$ cat config.mk
export PLATFORM = sky130hd
export DESIGN_NAME = l2_temp_pingpong_ctrl
export DESIGN_NICKNAME = d
export VERILOG_FILES = /design/src/rtl/l2_temp_pingpong_ctrl_pkg.sv /design/src/rtl/l2_temp_pingpong_ctrl_bank_fsm.sv /design/src/rtl/l2_temp_pingpong_ctrl.sv
export SDC_FILE = /design/constraint.sdc
export NUM_CORES = 1
export LEC_CHECK = 0
export ABC_AREA = 1
export BUFFER_PORTS_ARGS = -buffer_cell sky130_fd_sc_hd__buf_4
export CORE_MARGIN = 2
export CORE_UTILIZATION = 43
export DETAILED_ROUTE_END_ITERATION = 12
export GPL_ROUTABILITY_DRIVEN = 0
export PLACE_DENSITY = 0.67
export SETUP_SLACK_MARGIN = 0.4
export SYNTH_ARGS = -nofsm -noshare
export SYNTH_HDL_FRONTEND = slang
export SYNTH_SLANG_ARGS = --single-unit
$ cat constraint.sdc
create_clock -name clk_i -period 4.8 [get_ports clk_i]
set_clock_uncertainty 0.1 [all_clocks]
set_input_delay 0.48 -clock clk_i [delete_from_list [all_inputs] [get_ports clk_i]]
set_output_delay 0.48 -clock clk_i [all_outputs]
set_load 0.005 [all_outputs]
$ cat src/rtl/l2_temp_pingpong_ctrl_pkg.sv
// +----------------------------------------------------------------------------+
// | l2_temp_pingpong_ctrl_pkg : bank states and sizing defaults for the       |
// | layer-2 temp ping-pong banks.             Revision 1.0                     |
// +----------------------------------------------------------------------------+
`default_nettype none

package l2_temp_pingpong_ctrl_pkg;

  localparam int DEPTH_DEFAULT = 64;
  localparam int AW_DEFAULT    = 6;

  typedef logic [2:0] bank_state_t;

  // ST_INIT only exists between reset release and the first clear.
  localparam logic [2:0] ST_EMPTY = 3'd0;
  localparam logic [2:0] ST_FILL  = 3'd1;
  localparam logic [2:0] ST_FULL  = 3'd2;
  localparam logic [2:0] ST_DRAIN = 3'd3;
  localparam logic [2:0] ST_CLR   = 3'd4;
  localparam logic [2:0] ST_INIT  = 3'd5;

endpackage

`default_nettype wire

$ cat src/rtl/l2_temp_pingpong_ctrl_bank_fsm.sv
// +----------------------------------------------------------------------------+
// | temp_bank_fsm : lifecycle of one temp bank, owns its clear strobe.        |
// | Revision 1.0                                                               |
// +----------------------------------------------------------------------------+
`default_nettype none

module temp_bank_fsm
  import l2_temp_pingpong_ctrl_pkg::*;
#(
  parameter int CLEAR_CYCLES = 1
) (
  input  logic        clk_i,
  input  logic        rstn_i,
  input  logic        fill_start_i,
  input  logic        fill_done_i,
  input  logic        drain_start_i,
  input  logic        drain_done_i,
  output bank_state_t state_o,
  output logic        clear_o
);

  localparam int            CW       = (CLEAR_CYCLES > 1) ? $clog2(CLEAR_CYCLES) : 1;
  localparam logic [CW-1:0] CLR_LAST = CW'(CLEAR_CYCLES - 1);

  bank_state_t   state_q, state_d;
  logic [CW-1:0] clr_cnt_q, clr_cnt_d;

  always_comb begin
    state_d   = state_q;
    clr_cnt_d = clr_cnt_q;
    case (state_q)
      ST_INIT: begin
        state_d   = ST_CLR;
        clr_cnt_d = '0;
      end
      ST_EMPTY: if (fill_start_i)  state_d = ST_FILL;
      ST_FILL:  if (fill_done_i)   state_d = ST_FULL;
      ST_FULL:  if (drain_start_i) state_d = ST_DRAIN;
      ST_DRAIN: begin
        if (drain_done_i) begin
          state_d   = ST_CLR;
          clr_cnt_d = '0;
        end
      end
      ST_CLR: begin
        if (clr_cnt_q == CLR_LAST) state_d = ST_EMPTY;
        else                       clr_cnt_d = clr_cnt_q + {{(CW-1){1'b0}}, 1'b1};
      end
      default: begin
        state_d   = ST_CLR;
        clr_cnt_d = '0;
      end
    endcase
  end

  always_ff @(posedge clk_i or negedge rstn_i) begin
    if (!rstn_i) begin
      state_q   <= ST_INIT;
      clr_cnt_q <= '0;
    end else begin
      state_q   <= state_d;
      clr_cnt_q <= clr_cnt_d;
    end
  end

  assign state_o = state_q;
  assign clear_o = (state_q == ST_CLR);

endmodule

`default_nettype wire

$ cat src/rtl/l2_temp_pingpong_ctrl.sv
// +----------------------------------------------------------------------------+
// | l2_temp_pingpong_ctrl : shares two layer-2 temp banks between the layer-2 |
// | producer and the layer-3 consumer.          Revision 1.0                   |
// +----------------------------------------------------------------------------+
`default_nettype none

module l2_temp_pingpong_ctrl
  import l2_temp_pingpong_ctrl_pkg::*;
#(
  parameter int DEPTH        = DEPTH_DEFAULT,
  parameter int AW           = AW_DEFAULT,
  parameter int CLEAR_CYCLES = 1
) (
  input  logic          clk_i,
  input  logic          rstn_i,
  input  logic          img_valid_i,
  output logic          img_ready_o,
  output logic          l2_start_o,
  input  logic          l2_wr_en_i,
  input  logic [AW-1:0] l2_wr_addr_i,
  input  logic          l3_ready_i,
  output logic          l3_start_o,
  input  logic          l3_rd_en_i,
  input  logic [AW-1:0] l3_rd_addr_i,
  input  logic          l3_done_i,
  output logic [1:0]    bank_wr_en_o,
  output logic [1:0]    bank_rd_en_o,
  output logic [1:0]    bank_clear_o,
  output logic [AW-1:0] wr_addr_o,
  output logic [AW-1:0] rd_addr_o,
  output logic          rd_sel_o,
  output logic          err_o
);

  localparam logic [AW:0] CNT_FULL = (AW+1)'(DEPTH);
  localparam logic [AW:0] CNT_ONE  = {{AW{1'b0}}, 1'b1};

  bank_state_t bank_state [2];
  logic [1:0]  fill_start, fill_done, drain_start, drain_done;

  logic          wr_bank_q, wr_bank_d;
  logic          rd_bank_q, rd_bank_d;
  logic [AW:0]   wr_cnt_q, wr_cnt_d;
  logic          l2_start_q, l2_start_d;
  logic          l3_start_q, l3_start_d;
  logic [1:0]    bank_wr_en_q, bank_wr_en_d;
  logic [1:0]    bank_rd_en_q, bank_rd_en_d;
  logic [AW-1:0] wr_addr_q, wr_addr_d;
  logic [AW-1:0] rd_addr_q, rd_addr_d;
  logic          rd_sel_q, rd_sel_d;
  logic          err_q, err_d;

  logic        fill_any, drain_any;
  logic        grant_l2, grant_l3;
  logic        wr_accept, rd_accept, done_accept;
  logic        last_wr;
  logic [AW:0] wr_cnt_inc;

  assign fill_any  = (bank_state[0] == ST_FILL)  || (bank_state[1] == ST_FILL);
  assign drain_any = (bank_state[0] == ST_DRAIN) || (bank_state[1] == ST_DRAIN);

  // Grants look only at registered bank state, so a bank changing state this
  // cycle becomes eligible next cycle.
  assign grant_l2 = img_valid_i && (bank_state[wr_bank_q] == ST_EMPTY) && !fill_any;
  assign grant_l3 = l3_ready_i  && (bank_state[rd_bank_q] == ST_FULL)  && !drain_any;

  assign wr_accept   = l2_wr_en_i && (bank_state[wr_bank_q] == ST_FILL);
  assign rd_accept   = l3_rd_en_i && (bank_state[rd_bank_q] == ST_DRAIN);
  assign done_accept = l3_done_i  && (bank_state[rd_bank_q] == ST_DRAIN);

  assign wr_cnt_inc = wr_cnt_q + CNT_ONE;
  assign last_wr    = wr_accept && (wr_cnt_inc == CNT_FULL);

  assign img_ready_o = (bank_state[wr_bank_q] == ST_EMPTY) && !fill_any;

  genvar b;
  generate
    for (b = 0; b < 2; b++) begin : g_bank
      assign fill_start[b]  = grant_l2    && (wr_bank_q == 1'(b));
      assign fill_done[b]   = last_wr     && (wr_bank_q == 1'(b));
      assign drain_start[b] = grant_l3    && (rd_bank_q == 1'(b));
      assign drain_done[b]  = done_accept && (rd_bank_q == 1'(b));

      temp_bank_fsm #(
        .CLEAR_CYCLES (CLEAR_CYCLES)
      ) u_bank_fsm (
        .clk_i         (clk_i),
        .rstn_i        (rstn_i),
        .fill_start_i  (fill_start[b]),
        .fill_done_i   (fill_done[b]),
        .drain_start_i (drain_start[b]),
        .drain_done_i  (drain_done[b]),
        .state_o       (bank_state[b]),
        .clear_o       (bank_clear_o[b])
      );
    end
  endgenerate

  always_comb begin
    l2_start_d   = grant_l2;
    l3_start_d   = grant_l3;
    rd_sel_d     = grant_l3 ? rd_bank_q : rd_sel_q;
    bank_wr_en_d = wr_accept ? (2'b01 << wr_bank_q) : 2'b00;
    bank_rd_en_d = rd_accept ? (2'b01 << rd_bank_q) : 2'b00;
    wr_addr_d    = l2_wr_addr_i;
    rd_addr_d    = l3_rd_addr_i;
    wr_bank_d    = wr_bank_q ^ last_wr;
    rd_bank_d    = rd_bank_q ^ done_accept;

    wr_cnt_d = wr_cnt_q;
    if (grant_l2)       wr_cnt_d = '0;
    else if (wr_accept) wr_cnt_d = wr_cnt_inc;

    err_d = err_q
          | (l2_wr_en_i && !wr_accept)
          | (l3_rd_en_i && !rd_accept)
          | (l3_done_i  && !done_accept);
  end

  always_ff @(posedge clk_i or negedge rstn_i) begin
    if (!rstn_i) begin
      wr_bank_q    <= 1'b0;
      rd_bank_q    <= 1'b0;
      wr_cnt_q     <= '0;
      l2_start_q   <= 1'b0;
      l3_start_q   <= 1'b0;
      bank_wr_en_q <= 2'b00;
      bank_rd_en_q <= 2'b00;
      wr_addr_q    <= '0;
      rd_addr_q    <= '0;
      rd_sel_q     <= 1'b0;
      err_q        <= 1'b0;
    end else begin
      wr_bank_q    <= wr_bank_d;
      rd_bank_q    <= rd_bank_d;
      wr_cnt_q     <= wr_cnt_d;
      l2_start_q   <= l2_start_d;
      l3_start_q   <= l3_start_d;
      bank_wr_en_q <= bank_wr_en_d;
      bank_rd_en_q <= bank_rd_en_d;
      wr_addr_q    <= wr_addr_d;
      rd_addr_q    <= rd_addr_d;
      rd_sel_q     <= rd_sel_d;
      err_q        <= err_d;
    end
  end

  assign l2_start_o   = l2_start_q;
  assign l3_start_o   = l3_start_q;
  assign bank_wr_en_o = bank_wr_en_q;
  assign bank_rd_en_o = bank_rd_en_q;
  assign wr_addr_o    = wr_addr_q;
  assign rd_addr_o    = rd_addr_q;
  assign rd_sel_o     = rd_sel_q;
  assign err_o        = err_q;

endmodule

`default_nettype wire
==> results of run 1 <==
==> metal layers <==
layer	wire, µm	vias to the layer above	share of wire, %
li1	-	656	-
met1	1340	608	41
met2	1740	25	53
met3	128	6	3.9
met4	51	0	1.6
met5	0	-	0
==> through the flow <==
stage | hold WS (ns) | total power, mW | area, µm² | setup slack [ns] | util (%)
after floorplan | 0.0844 | 0.636 | 1630 | 2.80 | -
after global placement | 0.350 | 0.729 | 1980 | 2.65 | 54.1
after detailed placement | 0.361 | 0.731 | 1980 | 2.61 | 54.1
after CTS | 0.0373 | 1.01 | 2100 | 2.59 | 57.3
after global routing | 0.0520 | 1.08 | 2100 | 2.42 | 57.3
final | 0.0250 | 1.00 | 2100 | 2.61 | 57.3
==> state kept, by name, indices dropped and copies added (netlist names) <==
signal	count
rd_sel_o	1
wr_addr_o	6
wr_bank_q	1
l3_start_o	1
wr_cnt_q	7
bank_wr_en_o	2
rd_bank_q	1
rd_addr_o	6
l2_start_o	1
bank_rd_en_o	2
err_o	1
g_bank.u_bank_fsm.state_o	6
==> power by group through the flow <==
stage	Sequential (mW)	Combinational [mW]	Clock, mW
global route	0.410	0.375	0.298
finish	0.401	0.326	0.273
floorplan	0.399	0.237	0
CTS	0.401	0.326	0.283
global placement	0.406	0.323	0
detailed placement	0.407	0.323	0
==> final timing paths <==
kind / start / to / slack (ns) / cells past startpoint
max: g_bank[1].u_bank_fsm.state_o[0]$_DFFE_PN1P_ / g_bank[0].u_bank_fsm.state_o[1]$_DFFE_PN0P_ / 2.61 / 14
min reg2reg: err_o$_DFF_PN0_ / err_o$_DFF_PN0_ / 0.37 / 2
min in group clk_i: l2_wr_addr_i[2] / wr_addr_o[2]$_DFF_PN0_ / 0.19 / 1
max reg2reg: g_bank[1].u_bank_fsm.state_o[0]$_DFFE_PN1P_ / g_bank[0].u_bank_fsm.state_o[1]$_DFFE_PN0P_ / 2.61 / 14
min: rstn_i / bank_rd_en_o[1]$_DFF_PN0_ / 0.02 / 1
max in group asynchronous: rstn_i / g_bank[0].u_bank_fsm.state_o[0]$_DFFE_PN1P_ / 4.23 / 1
==> cell type report <==
type | instances | share of cell area, %
timing repair buffer | 41 | 14.7
sequential | 35 | 42.0
clock inverter | 3 | 2.27
inverter | 25 | 4.47
clock buffer | 5 | 3.28
tap | 48 | 2.86
multi-input combinational | 116 | 30.5
==> cell families after synthesis <==
kind of cell | count (synthesis) | synth area share, %
compound gates | 11 | 3.99
xor+xnor | 6 | 3.23
fa+ha+maj | 6 | 4.61
buf+inv | 27 | 6.68
flops | 35 | 54.1
simple gates | 93 | 27.4
==> layout by cell type (no fill, tap or decap), types with 6 or more instances in the layout <==
master,n
nor2_1,19
dfrtp_1,31
nand2_1,38
inv_1,24
buf_4,41
xor2_1,6
nand3_1,17
o21ai_0,6
ha_1,6
==> run metrics, run 1 <==
top cells by area, synth=dfrtp_1 (48%), nand2_1 (8.8%), dfstp_2 (6.5%); top post-synthesis cells by count=nand2_1 (38), dfrtp_1 (31), inv_1 (24); die area=4300 µm²; Antenna diodes=0; PortBufs=41; sequential power share=40.1%; RSZ-0062 raised after global routing=false; largest net degree at the start of global routing=36; initial antenna violation count=0; Synth cell types=24; most frequent cell after synthesis=nand2_1; wire per inst=11.9 µm; worst setup path class=reg2reg; effective utilization at floorplan=44.5%; clock root cell=clkbuf_8; FF+latch area=slightly below 900 µm²; first-pass GRT wire length=around 5600 µm; CP Capture Type=flip-flop; initial drt markers=62; Sw Share=a little over a third; crit path time final=2.19 ns; Ys Warns=0; Post-CTS Setup Bufs=0; DR pass1 iterations=4; # resized after CTS=0; Logic pwr share=approximately 33%; Clk network pwr share=27.3%; Max Fclk=0.456 GHz; Mapped Nets=203; post-synthesis sequential area ratio=54.1%; Worst path max stage delay=0.56 ns; CP Max Fanout=10; CP Cell Sequence=inv_1 -> nand2_1 -> o21ai_0 -> nor2_4 -> nand2_4 -> nor2_4 -> inv_1 -> nor2_1 -> ha_1 -> o22ai_1 -> inv_1 -> nand3_1 -> nand2_1 -> nand2_1; Inserted Clock Buffers=5; Post-synth EDFFs=0; H-tree levels=2; dominant synthesized flop cell=dfrtp_1; Die W=65.6 µm; CP top delay family=simple AND/OR/NAND/NOR gates; Mapped Avg Cell Area=9.15 µm²; status=complete, no violations; Syn Std Cell Area=1630 µm²; hpwl dp=2500 µm; gr usage total=17.7%; ys async rst share=100%; Startpoint Class=flip-flop; total gr overflow=0; post-cts hold buffer count=0; cell taking the most area after synthesis=dfrtp_1; clock edge transition at the registers on the reported setup and hold paths=0.08 ns; Bufs and invs on worst path=3; peak supply drop=0.267 mV; measured slew at the worst slew-check pin=0.432 ns; Power per Cell Area=477 nW/µm²; Die Y=65.6 µm; deepest clock path buffer count=2; Rows=22; met1 usage=approximately a fifth; max cap viols=0; Pleak=between 1 and 1.5 nW; Via density=~4.7; footprint of the multi-input gates=639 µm²; Final Non-Filler Cells=273; Final period util=45.7%; Fin. Hold Viols=0; clock latency on the worst-skew pair=between 0.2 and 0.3 ns; slowest CP cell=dfstp_2; FF+latch count, synth=35; max-slew violation count=0; Final ANT Viol Nets=0; global route hottest layer=met2; Critical Path RT=about 5 ns; worst path arrival time=2.28 ns; FILL cells=340; Hold WC Path Type=in2async; net switching power=0.363 mW; vias in the first global route=1293; placed cells=265; Via Count=~1.3k; endpoints failing setup=0; post-synth top area share=between 40% and 50%; met3 usage=under 10%; TritonCTS clock tree=built; Gate Count Post-Synth=178; layout net count=roughly 250; area grow syn2layout=28.8%; layout cells sized above 1=29.3%; Slew headroom=a little over 70%; overall routed net length=3260 µm; clock sink count=35; met2 Use GR=30.7%; Int Power=approximately 0.64 mW; drt drc=0; Top Ports=42; Fin Setup TNS=0 ns; Core ar.=~3700 µm²
Power figures use the tool's default switching activity.
==> inputs of run 2 (changes only) <==
--- a/config.mk
+++ b/config.mk
@@ -5,13 +5,13 @@
 export SDC_FILE = /design/constraint.sdc
 export NUM_CORES = 1
 export LEC_CHECK = 0
-export ABC_AREA = 1
+export ABC_AREA = 0
 export BUFFER_PORTS_ARGS = -buffer_cell sky130_fd_sc_hd__buf_4
 export CORE_MARGIN = 2
 export CORE_UTILIZATION = 43
 export DETAILED_ROUTE_END_ITERATION = 12
 export GPL_ROUTABILITY_DRIVEN = 0
-export PLACE_DENSITY = 0.67
+export PLACE_DENSITY = 0.7
 export SETUP_SLACK_MARGIN = 0.4
 export SYNTH_ARGS = -nofsm -noshare
 export SYNTH_HDL_FRONTEND = slang
==> constraint.sdc (replaced) <==
create_clock -name clk_i -period 1.85 [get_ports clk_i]
set_clock_uncertainty 0.1 [all_clocks]
set_input_delay 0.185 -clock clk_i [delete_from_list [all_inputs] [get_ports clk_i]]
set_output_delay 0.185 -clock clk_i [all_outputs]
set_load 0.005 [all_outputs]
==> run 2 against run 1 <==
Net effect: the run now ends with negative setup slack left; synthesized area fell by 0.23%; sequential share of layout area fell by 11 points; cell count rose by 11%; clock power rose to 2.6 times the previous value; sequential cell count did not move; synthesized cell count fell by 13%; worst setup slack got worse by 2.9 ns; largest cell class is now non-clock buffers.
==> run metrics, run 2 <==
status=finished with violations; violated checks=negative setup slack; clock sink count=35; Slew headroom=between 70 and 80%; most common cell after layout, fill and taps aside=buf_4; sequential power share=between 30% and 40%; Via density=5.14; most flop-heavy register=wr_cnt_q; Gate Count Post-Synth=between 150 and 200; top post-synthesis cells by count=dfrtp_1 (31), nor2_1 (16), nand2_1 (11); Design Area, Final=2820 µm²; CP Capture Type=flip-flop; Clk network pwr share=between 20% and 30%; drt drc=0; Die W=between 60 and 70 µm; clock root cell=clkbuf_8; worst path arrival time=2.26 ns; Final ANT Viol Nets=0; Int Power=2.25 mW; Mapped Avg Cell Area=about 11 µm²; CP Max Fanout=2; FF+latch count, synth=35; area grow syn2layout=73.7%; Critical Path RT=1.98 ns; Max Fclk=0.470 GHz; RSZ-0062 raised after global routing=true; Largest register FFs=7; FILL cells=between 200 and 250; gr usage total=between 20% and 30%; commonest cells after routing, fill and taps aside=buf_4 (77), dfrtp_1 (29), buf_6 (15), dlygate4sd3_1 (14), nor2_1 (11); overall routed net length=4950 µm; peak supply drop=0.782 mV; Top Ports=42; ys async rst share=100%; clock edge transition at the registers on the reported setup and hold paths=0.08 ns; dominant synthesized flop cell=dfrtp_1; Post-synth EDFFs=0; Power per Cell Area=1230 nW/µm²; net switching power=1.23 mW; worst setup margin=-0.278 ns; Die Y=65.5 µm; post-synth top area share=47.7%; Ys Warns=0; layout cells sized above 1=56.6%; deepest clock path buffer count=2; most frequent cell after synthesis=dfrtp_1; Inserted Clock Buffers=5; CP Cell Sequence=or4b_4 -> a21bo_1 -> nor4_4 -> ha_2 -> nand2_1 -> nor2_1 -> a21oi_1 -> nor2_1; first-pass GRT wire length=7670 µm; vias in the first global route=1680; clock latency on the worst-skew pair=0.30 ns; Sw Share=35.3%; Via Count=1564; TritonCTS clock tree=built; post-synthesis sequential area ratio=a little over half; slowest CP cell=dfstp_2; Final period util=115%; Worst path max stage delay=0.54 ns; Hold WC Path Type=in2reg; DR pass1 iterations=4; crit path time final=2.13 ns; Startpoint Class=flip-flop; Rows=22; Fin Setup TNS=-2.37 ns; initial drt markers=73; top cells by area, synth=dfrtp_1 (48%), dfstp_2 (6.5%), ha_1 (4.6%); worst setup path class=reg2reg; dpl cell area=2180 µm²; wire per inst=roughly 16 µm; H-tree levels=2; Syn Std Cell Area=between 1500 and 2000 µm²; Hold Path Origin=l3_rd_en_i; max cap viols=0; die area=roughly 4300 µm²; Top cell by count, worst path=nor2_1; initial antenna violation count=0; effective utilization at floorplan=44.4%; layout net count=280; Antenna diodes=0; Core ar.=3660 µm²; start point of the critical path=g_bank[0].u_bank_fsm.state_o[0]$_DFFE_PN1P_; measured slew at the worst slew-check pin=0.434 ns; r2r startpoint=g_bank[0].u_bank_fsm.state_o[0]$_DFFE_PN1P_; PortBufs=41; Logic pwr share=roughly half; Synth cell types=42; endpoints failing setup=17; Mapped Nets=around 180; total gr overflow=0; largest net degree at the start of global routing=36; Fin. Hold Viols=0; Pleak=1.31 nW; hpwl dp=slightly below 3000 µm; cell taking the most area after synthesis=dfrtp_1; max-slew violation count=0
[run 2: cell types whose count changed in the layout (fill, tap and decap cells not counted), moves of 5 or more]
cell	change
nand2_1	-30
buf_6	+15
buf_4	+36
dlygate4sd3_1	+14
nand3_1	-12
a21oi_1	+6
inv_1	-21
ha_1	-5
nor2_1	-8
xor2_1	-5
[run 2: cell families after synthesis]
| logic type | count (synthesis) | share of synthesized area, % |
|---|---|---|
| AND/OR/NAND/NOR | 60 | 20.2 |
| flip-flops | 35 | 54.2 |
| AO/OA/AOI/OAI | 26 | 10.0 |
| buffers and inverters | 17 | 5.16 |
| XOR/XNOR | 6 | 3.23 |
| adder cells (fa/ha/maj) | 6 | 4.62 |
| multiplexers | 4 | 2.62 |
[run 2: worst max-delay path: cells and delay by family (launching register included)]
family	cells	cell delay [ns]
AND/OR/NAND/NOR	5	0.89
adder cells (fa/ha/maj)	1	0.25
AO/OA/AOI/OAI	2	0.29
flip-flops	1	0.54
[run 2: cell type report]
cell class / count / area [µm²] / area share, %
clock inverters: 3 / 46.3 / 1.64
multi-input cells: 102 / 858 / 30.4
flip-flops and latches: 35 / 883 / 31.3
clock buffers: 5 / 68.8 / 2.44
repair buffers: 106 / 887 / 31.4
well taps: 48 / 60.1 / 2.13
inverters: 5 / 18.8 / 0.665
[run 2: worst paths after layout]
check                                                               to  slack (ns)  cells past startpoint
setup / recovery           g_bank[0].u_bank_fsm.state_o[1]$_DFFE_PN0P_       -0.28                      8
hold / removal                               bank_rd_en_o[1]$_DFF_PN0_        0.06                      2
setup reg to reg           g_bank[0].u_bank_fsm.state_o[1]$_DFFE_PN0P_       -0.28                      8
hold reg to reg                                        err_o$_DFF_PN0_        0.44                      2
max in group asynchronous  g_bank[1].u_bank_fsm.state_o[2]$_DFFE_PN1P_        1.03                      2
min in group asynchronous  g_bank[0].u_bank_fsm.state_o[1]$_DFFE_PN0P_        0.27                      2
[run 2: per-stage QoR]
| step | setup slack (ns) | cells | hold WS (ns) | util, % | total power [mW] |
|---|---|---|---|---|---|
| global route | -0.387 | 304 | 0.0590 | 77.1 | 3.66 |
| floorplan | -0.442 | 154 | -0.211 | - | 1.67 |
| CTS | -0.284 | 301 | 0.0480 | 74.1 | 3.22 |
| global placement | -0.244 | 261 | 0.0538 | 59.4 | 2.12 |
| finish | -0.278 | 304 | 0.0567 | 77.1 | 3.48 |
| detailed placement | -0.322 | 261 | 0.0608 | 59.4 | 2.16 |
[run 2: power groups by stage]
stage               Clock, mW  Sequential, mW  Combinational (mW)
finish                  0.706            1.09                1.68
global route            0.753            1.11                1.80
global placement            0            1.04                1.08
CTS                     0.717            1.05                1.45
floorplan                   0            1.04               0.622
detailed placement          0            1.05                1.11
[run 2: repair_timing]
action | 4_1_cts | 5_1_grt
setup endpoints to repair | 23 | 25
pin swaps | 14 | 6
resized for setup | 41 | 19
hold buffers | 14 | 0
buffers inserted | 18 | 3
endpoints found under the hold margin | 44 | 0
[run 2: routing by layer]
metal,track usage (%),wire length (µm)
met5,0,0
met4,13.8,167
met3,7.36,229
met2,41.3,2570
met1,27.9,1980
==> inputs of run 3 (changes only) <==
--- a/config.mk
+++ b/config.mk
@@ -5,14 +5,16 @@
 export SDC_FILE = /design/constraint.sdc
 export NUM_CORES = 1
 export LEC_CHECK = 0
-export ABC_AREA = 0
+export ABC_AREA = 1
 export BUFFER_PORTS_ARGS = -buffer_cell sky130_fd_sc_hd__buf_4
 export CORE_MARGIN = 2
 export CORE_UTILIZATION = 43
 export DETAILED_ROUTE_END_ITERATION = 12
 export GPL_ROUTABILITY_DRIVEN = 0
+export GPL_TIMING_DRIVEN = 0
 export PLACE_DENSITY = 0.7
 export SETUP_SLACK_MARGIN = 0.4
+export SLEW_MARGIN = 20
 export SYNTH_ARGS = -nofsm -noshare
 export SYNTH_HDL_FRONTEND = slang
 export SYNTH_SLANG_ARGS = --single-unit
==> run 3 against run 2 <==
Net effect: critical endpoint is now g_bank[1].u_bank_fsm.state_o[1]$_DFFE_PN0P_; sequential share of layout area hardly changed; global-route usage is 3.4 points lower; design area is 0.22% lower; the run still ends with negative setup slack left; sequential power is 5% lower; via count is 5.6% higher; clock-buffer cell count stayed put; sequential cell count stayed put; combinational power is 8% lower; hold slack worse by 0.016 ns.
==> run metrics, run 3 (same netlist as run 1, synthesis figures left out) <==
status=finished with violations; violated checks=negative setup slack; vias in the first global route=1589; commonest cells after routing, fill and taps aside=buf_4 (66), dfrtp_1 (30), nand2_1 (28), buf_6 (15); wire per inst=14.7 µm; Via density=5.06; Antenna diodes=0; total power draw=3.28 mW; gr usage total=about a fifth; Int Power=roughly 2 mW; Slew headroom=a little over 70%; overall routed net length=roughly 4800 µm; clock edge transition at the registers on the reported setup and hold paths=around 0.070 ns; clock latency on the worst-skew pair=0.29 ns; Final ANT Viol Nets=0; area grow syn2layout=72.9%; net switching power=between 1 and 1.5 mW; endpoints failing setup=6; measured slew at the worst slew-check pin=0.418 ns; Power per Cell Area=1160 nW/µm²; sequential power share=a little under a third; layout net count=~300; max-slew violation count=0; Startpoint Class=flip-flop; TritonCTS clock tree=built; clock root cell=clkbuf_8; Critical Path RT=1.92 ns; Die W=65.6 µm; peak supply drop=0.838 mV; post-place setup slack=-0.301 ns; effective utilization at floorplan=44.5%; most flop-heavy register=wr_cnt_q; Logic pwr share=47.2%; total gr overflow=0; Fin. Hold Viols=0; max cap viols=0; Clk network pwr share=21.0%; Core ar.=3660 µm²; Die Y=65.6 µm; deepest clock path buffer count=2; worst setup margin=-0.223 ns; worst setup path class=reg2reg; worst path arrival time=2.14 ns; Hold WC Path Type=in2reg; CP Max Fanout=3; die area=4300 µm²; clock sink count=35; CP Cell Sequence=inv_1 -> nand2_1 -> o21ai_2 -> nor2_4 -> nand2_4 -> nor2_4 -> inv_1 -> nor2_2 -> ha_2 -> o22ai_2 -> inv_2 -> nand3_2 -> nand2_2 -> nand2_1; CP Capture Type=flip-flop; Sw Share=38.4%; largest net degree at the start of global routing=36; Final period util=112%; Inserted Clock Buffers=5; initial antenna violation count=0; layout cells sized above 1=56.5%; hpwl dp=2320 µm; PortBufs=41; H-tree levels=2; slowest CP cell=dfstp_2; DR pass1 iterations=7; RSZ-0062 raised after global routing=true; Rows=22; Pleak=1.39 nW; crit path time final=~2.1 ns; most common cell after layout, fill and taps aside=buf_4; Largest register FFs=7; first-pass GRT wire length=a little under 7000 µm; initial drt markers=90; Worst path max stage delay=approximately 0.54 ns; Top Ports=42; Max Fclk=0.482 GHz; Via Count=1651; drt drc=0
==> run 3: cell types whose count changed in the layout (fill, tap and decap cells not counted), moves of 8 or more <==
cell / change
buf_4: -11
nand2_1: +20
inv_1: +10
nand2_2: +8
==> run 3: final cells by class <==
cell class	count	area, µm²
buffer	2	22.5
clock buffer	5	68.8
clock inverter	3	43.8
fill	225	845
inverter	25	104
multi-input combinational	116	863
sequential	35	882
tap	48	60.1
timing repair buffer	92	772
==> run 3: per-stage QoR <==
stage          cells  utilization, %  TNS, ns  hold WS [ns]  area, µm²
6_report         326            76.9    -1.02        0.0405       2820
5_1_grt          326            76.9    -2.07        0.0508       2820
4_1_cts          317            71.1   -0.563        0.0426       2600
3_5_place_dp     267            54.9    -1.48        0.0623       2010
3_3_place_gp     267            54.9    -1.34        0.0614       2010
2_1_floorplan    178               -   -0.128        -0.211       1640
==> run 3: timing repair <==
action                                  4_1_cts  5_1_grt
pin swaps                                    14       12
endpoints found under the setup margin       18       26
hold endpoints to repair                     43        0
hold buffers                                 13        0
setup buffers                                29        9
resized for setup                            39       42
==> run 3: path summary, 6_finish.rpt <==
kind	start	to	slack, ns	cells past startpoint
worst max-delay path	g_bank[1].u_bank_fsm.state_o[0]$_DFFE_PN1P_	g_bank[1].u_bank_fsm.state_o[1]$_DFFE_PN0P_	-0.22	14
worst min register to register	rd_sel_o$_DFFE_PN0N_	rd_sel_o$_DFFE_PN0N_	0.39	2
max in group asynchronous	rstn_i	g_bank[1].u_bank_fsm.state_o[0]$_DFFE_PN1P_	1.03	2
worst max register to register	g_bank[1].u_bank_fsm.state_o[0]$_DFFE_PN1P_	g_bank[1].u_bank_fsm.state_o[1]$_DFFE_PN0P_	-0.22	14
min in group asynchronous	rstn_i	g_bank[0].u_bank_fsm.state_o[1]$_DFFE_PN0P_	0.28	2
worst min-delay path	l2_wr_en_i	err_o$_DFF_PN0_	0.04	3
==> run 3: critical path: cells and delay by family (launching register included) <==
family,cells,cell delay (ns)
DFF,1,0.54
buffers and inverters,3,0.22
AOI/OAI and AO/OA,2,0.14
and+or+nand+nor,8,0.77
adders and majority gates,1,0.19
==> run 3: layer usage <==
layer,GRT usage (%),share of wire [%]
met3,4.97,5.7
met2,38.5,54
met5,0,0
met4,8.07,3.9
met1,24.1,37
==> run 3: power by group through the flow <==
| stage | sequential (mW) | clock [mW] | combinational [mW] |
|---|---|---|---|
| 2_1_floorplan | 1.04 | 0 | 0.623 |
| 3_3_place_gp | 1.06 | 0 | 0.828 |
| 3_5_place_dp | 1.07 | 0 | 0.849 |
| 4_1_cts | 1.02 | 0.693 | 1.20 |
| 5_1_grt | 1.06 | 0.742 | 1.67 |
| 6_report | 1.04 | 0.688 | 1.55 |
